===== src/rtl/spi_mem_arbiter.sv =====
// spi_mem_arbiter: shares one SPI memory master between the CPU path and the debug/loader port.
// Optional macro SPI_ARB_ROUND_ROBIN_EN: ties go to the port not granted last (default: debug wins ties).
module spi_mem_arbiter #(
    parameter int ADDR_W = 15,
    parameter int DATA_W = 16
) (
    input  logic              clk,
    input  logic              resetb,
    input  logic              cpu_req_i,
    input  logic              cpu_rwb_i,
    input  logic [ADDR_W-1:0] cpu_addr_i,
    input  logic [DATA_W-1:0] cpu_wdata_i,
    output logic              cpu_ack_o,
    output logic [DATA_W-1:0] cpu_rdata_o,
    input  logic              dbg_req_i,
    input  logic              dbg_rwb_i,
    input  logic [ADDR_W-1:0] dbg_addr_i,
    input  logic [DATA_W-1:0] dbg_wdata_i,
    output logic              dbg_ack_o,
    output logic [DATA_W-1:0] dbg_rdata_o,
    output logic              spi_start_o,
    output logic              spi_rwb_o,
    output logic [ADDR_W-1:0] spi_addr_o,
    output logic [DATA_W-1:0] spi_wdata_o,
    input  logic              spi_busy_i,
    input  logic              spi_done_i,
    input  logic [DATA_W-1:0] spi_rdata_i,
    output logic [1:0]        owner_o,
    output logic [1:0]        state_o
);

    typedef enum logic [1:0] {
        ST_IDLE  = 2'b00,
        ST_ISSUE = 2'b01,
        ST_WAIT  = 2'b10,
        ST_RESP  = 2'b11
    } state_t;

`ifdef SPI_ARB_ROUND_ROBIN_EN
    localparam logic RR_EN = 1'b1;
`else
    localparam logic RR_EN = 1'b0;
`endif

    state_t            state_r;
    state_t            next_state_s;
    logic              any_req_s;
    logic              grant_dbg_s;
    logic              load_s;
    logic              spi_start_s;
    logic              resp_enter_s;
    logic              finish_s;
    logic              win_dbg_r;
    logic              last_grant_r;   // 1 = debug was granted last
    logic              spi_rwb_r;
    logic [ADDR_W-1:0] spi_addr_r;
    logic [DATA_W-1:0] spi_wdata_r;
    logic [DATA_W-1:0] cpu_rdata_r;
    logic [DATA_W-1:0] dbg_rdata_r;
    logic              cpu_ack_r;
    logic              dbg_ack_r;
    logic [1:0]        owner_r;

    assign any_req_s = cpu_req_i || dbg_req_i;

    // Winner selection among requests present in IDLE
    always_comb begin
        if (cpu_req_i && dbg_req_i) begin
            grant_dbg_s = RR_EN ? ~last_grant_r : 1'b1;
        end else begin
            grant_dbg_s = dbg_req_i;
        end
    end

    // State register
    always_ff @(posedge clk or negedge resetb) begin
        if (!resetb) begin
            state_r <= ST_IDLE;
        end else begin
            state_r <= next_state_s;
        end
    end

    // Next-state logic
    always_comb begin
        next_state_s = state_r;
        case (state_r)
            ST_IDLE:  next_state_s = any_req_s ? ST_ISSUE : ST_IDLE;
            ST_ISSUE: next_state_s = spi_busy_i ? ST_ISSUE : ST_WAIT;
            ST_WAIT:  next_state_s = spi_done_i ? ST_RESP : ST_WAIT;
            ST_RESP:  next_state_s = ST_IDLE;
            default:  next_state_s = ST_IDLE;
        endcase
    end

    // FSM output decode; the start pulse must follow busy within the same cycle
    always_comb begin
        load_s       = 1'b0;
        spi_start_s  = 1'b0;
        resp_enter_s = 1'b0;
        finish_s     = 1'b0;
        case (state_r)
            ST_IDLE:  load_s       = any_req_s;
            ST_ISSUE: spi_start_s  = ~spi_busy_i;
            ST_WAIT:  resp_enter_s = spi_done_i;
            ST_RESP:  finish_s     = 1'b1;
            default: begin
                load_s       = 1'b0;
                spi_start_s  = 1'b0;
                resp_enter_s = 1'b0;
                finish_s     = 1'b0;
            end
        endcase
    end

    // Request latch: sampled only in IDLE so the SPI command stays stable to RESP
    always_ff @(posedge clk or negedge resetb) begin
        if (!resetb) begin
            win_dbg_r   <= 1'b0;
            spi_rwb_r   <= 1'b0;
            spi_addr_r  <= {ADDR_W{1'b0}};
            spi_wdata_r <= {DATA_W{1'b0}};
        end else if (load_s) begin
            win_dbg_r   <= grant_dbg_s;
            spi_rwb_r   <= grant_dbg_s ? dbg_rwb_i   : cpu_rwb_i;
            spi_addr_r  <= grant_dbg_s ? dbg_addr_i  : cpu_addr_i;
            spi_wdata_r <= grant_dbg_s ? dbg_wdata_i : cpu_wdata_i;
        end
    end

    // Read-data capture into the winner's register; writes leave both untouched
    always_ff @(posedge clk or negedge resetb) begin
        if (!resetb) begin
            cpu_rdata_r <= {DATA_W{1'b0}};
            dbg_rdata_r <= {DATA_W{1'b0}};
        end else if (resp_enter_s && spi_rwb_r) begin
            if (win_dbg_r) begin
                dbg_rdata_r <= spi_rdata_i;
            end else begin
                cpu_rdata_r <= spi_rdata_i;
            end
        end
    end

    // Acknowledge pulses, owner indication and last-grant history
    always_ff @(posedge clk or negedge resetb) begin
        if (!resetb) begin
            cpu_ack_r    <= 1'b0;
            dbg_ack_r    <= 1'b0;
            owner_r      <= 2'b00;
            last_grant_r <= 1'b1;
        end else begin
            cpu_ack_r <= resp_enter_s && !win_dbg_r;
            dbg_ack_r <= resp_enter_s &&  win_dbg_r;
            if (load_s) begin
                owner_r <= grant_dbg_s ? 2'b10 : 2'b01;
            end else if (finish_s) begin
                owner_r      <= 2'b00;
                last_grant_r <= win_dbg_r;
            end
        end
    end

    assign spi_start_o = spi_start_s;
    assign spi_rwb_o   = spi_rwb_r;
    assign spi_addr_o  = spi_addr_r;
    assign spi_wdata_o = spi_wdata_r;
    assign cpu_ack_o   = cpu_ack_r;
    assign dbg_ack_o   = dbg_ack_r;
    assign cpu_rdata_o = cpu_rdata_r;
    assign dbg_rdata_o = dbg_rdata_r;
    assign owner_o     = owner_r;
    assign state_o     = state_r;

endmodule

===== config.mk =====
export PLATFORM = sky130hd
export DESIGN_NAME = spi_mem_arbiter
export DESIGN_NICKNAME = d
export VERILOG_FILES = /design/src/rtl/spi_mem_arbiter.sv
export SDC_FILE = /design/constraint.sdc
export NUM_CORES = 1
export LEC_CHECK = 0
export BUFFER_PORTS_ARGS = -buffer_cell sky130_fd_sc_hd__buf_2
export CORE_MARGIN = 1.5
export CORE_UTILIZATION = 30
export CTS_CLUSTER_DIAMETER = 80
export DETAILED_ROUTE_END_ITERATION = 6
export GPL_TIMING_DRIVEN = 0
export MAX_ROUTING_LAYER = met4
export SKIP_CTS_REPAIR_TIMING = 1
export SYNTH_ARGS = -nofsm -noshare
export SYNTH_HDL_FRONTEND = slang
export SYNTH_SLANG_ARGS = --single-unit
export TNS_END_PERCENT = 1

===== constraint.sdc =====
create_clock -name clk -period 1.4 [get_ports clk]
set_input_delay 0.07 -clock clk [delete_from_list [all_inputs] [get_ports clk]]
set_output_delay 0.07 -clock clk [all_outputs]
set_load 0.02 [all_outputs]

==> impl_metrics.toml <==
[outcome]
run_status = "finished, violations left"
violations = "setup timing"

[cts]
cts_tree = "built"
clock_latency_ps = 340
cts_made_buffers = 9
cts_num_sinks = 71
clock_root_buffer_master = "clkbuf_8"
cts-htree-levels = 3
clk_pin_slew_worst_paths_ps = 80
largest_buffer_count_on_any_clock_path = 2

[sta]
timing.clock.skew_ps = 13.3
final_hold_viol_count = 0
grt_setup_unrepaired = "true"
finalSetupTns_ps = -5850
timing.final.max_slew_violations = 0
report.final.setup_viol = 57
finalWorstPathRequiredPeriod_ps = 1540
post-route-period-util = 1.10
slew_headroom = 0.712
achievable-frequency_mhz = 651
post-route-worst-setup-slack_ps = -136
worst_slew_pin_slew_ps = 430

[setup_path]
required_ps = 1620
worst_setup_path_end_kind = "flop"
crit_arrival_ps = 1750
critical_path_class = "flop to flop"
cp_max_fo = 10
worst_setup_path_start_kind = "flop"

[die]
fp-row-count = 36
die_width_um = 103
core_area_um2 = 9770
start_util = 0.310
io_pins = 157
chipHeight_um = 103
design.die.area_um2 = 10700

[cells_and_area]
area_growth_pct = 59.1
nNetsFinal = 517
post_route_cells_drive_above_1_share = 0.530

[placed_design]
port_buffers = 156
place_congestion = 0.710
detailedPlacementHpwl_um = 5680

[yosys]
ys_seq_elements = 71
synthesis.yosys.warnings = 0
synth.distinct_cells = 31
synth_sequential_area_ratio = 0.587
average_size_of_a_mapped_cell_um2 = 14.6
synth_edf_count = 0
syn-instance-count = 208
post_synthesis_async_set_or_reset_flop_share = 1.00
yosys_most_used_dff = "dfrtp_1"
synthesis.nets = 294
synth.cell_area_um2 = 3030

[run]
max_cap_violations = 0

[global_route]
grt_pass1_wl_um = 12000
first_global_vias = 2373
grt_start_max_net_pins = 72
gr-usage-all-layers = 0.154
globalRouteOverflowTotal = 0
antenna_found_initial = 1

[drt]
route.detailed.wl_per_inst_um = 14.9
detail_route.vias_per_cell = 4.57
antenna_left = 0
wl_um = 8510
drtIter0Drc = 58
vias = 2604
drt-pass1-iter-count = 4
detail_route.drc_violations = 0

[power_and_ir_drop]
irDropWorstVdd_uv = 949
leakagePower_nw = 2.55
totalPowerFinal_mw = 9.93
power_density_nw_per_um2 = 2060

[worst_hold_path]
worst_hold_path_type = "input port to flop"
[cells in the final DEF (no fill, tap or decap), types with 2 or more instances in the layout]
cell type,n
buf_6,7
dfrtp_1,70
and3_1,33
nor2_1,2
a221o_1,32
clkbuf_1,5
bufinv_16,2
nand3b_1,2
mux2_2,22
buf_2,157
dlygate4sd3_1,50
clkbuf_8,9
buf_4,7
clkinvlp_4,2
mux2_4,10
[registers in the layout (all words and copies together) (netlist names), named ones only]
| register | flops |
|---|---|
| win_dbg_r | 1 |
| spi_rwb_o | 1 |
| dbg_rdata_o | 16 |
| cpu_ack_o | 1 |
| spi_wdata_o | 16 |
| state_o | 1 |
| dbg_ack_o | 1 |
| owner_o | 2 |
| spi_addr_o | 15 |
| cpu_rdata_o | 16 |
[cells in the mapped netlist (2+ instances only)]
master | n | share of area
a221o_1 | 32 | 0.11
and3_1 | 33 | 0.068
buf_2 | 7 | 0.012
buf_6 | 2 | 0.0074
clkbuf_1 | 6 | 0.0074
dfrtp_1 | 71 | 0.59
mux2_2 | 22 | 0.082
mux2_4 | 10 | 0.050
nand3b_1 | 2 | 0.0050
nor2_1 | 2 | 0.0025
[metrics by stage]
step	instance area, µm²	utilization	setup WS [ps]	hold WS, ps	std cells
final	4820	0.493	-136	56.5	570
after global routing	4820	0.493	-196	24.5	570
after CTS	4230	0.433	-333	-268	514
after detailed placement	4010	0.410	-327	111	498
after global placement	3980	0.407	-318	300	497
after floorplan	3030	-	-220	-226	208
[final timing paths]
kind | start | endpoint | slack (ps) | cells after the start
max | flop | spi_addr_o[4]$_DFFE_PN0P_ | -140 | 5
min | dbg_wdata_i[5] | spi_wdata_o[5]$_DFFE_PN0P_ | 60 | 3
max reg2reg | flop | spi_addr_o[4]$_DFFE_PN0P_ | -140 | 5
min reg2reg | cpu_rdata_o[3]$_DFFE_PN0P_ | cpu_rdata_o[3]$_DFFE_PN0P_ | 510 | 1
max in group asynchronous | resetb | asynchronous set/reset pin | 830 | 3
min in group asynchronous | resetb | cpu_rdata_o[1]$_DFFE_PN0P_ | 270 | 3
[critical path, stage by stage (launching register included)]
cell,delay (ps)
dfrtp_2,420
buf_8,150
nor2_4,200
o21ai_4,130
buf_6,160
a221o_1,350
[where the power goes]
part | internal [mW] | switching [mW] | total (mW)
combinational | 2.12 | 2.51 | 4.62
clock | 1.01 | 0.820 | 1.83
sequential | 2.96 | 0.517 | 3.48
total | 6.09 | 3.85 | 9.93
[kinds of logic after synthesis]
logic type	share of synthesized area
mux	0.135
buf+inv	0.0368
compound gates	0.119
flops	0.587
simple gates	0.124
[per-layer routing]
layer	routed length [µm]	global-route usage	vias up	part of all wire
li1	-	-	1253	-
met1	3800	0.195	1240	0.45
met2	4040	0.234	102	0.48
met3	563	0.0524	9	0.066
met4	99	0.0489	0	0.012
met5	0	-	-	0
[layout make-up]
type	instances	area, µm²
fill	894	4950
sequential	71	1780
timing repair buffer	212	1350
multi-input combinational	119	1150
tap	133	166
buffer	17	151
clock buffer	10	128
clock inverter	6	92.6
inverter	1	3.75
antenna	1	2.50
Note: power is estimated with default switching activity, not from simulation.
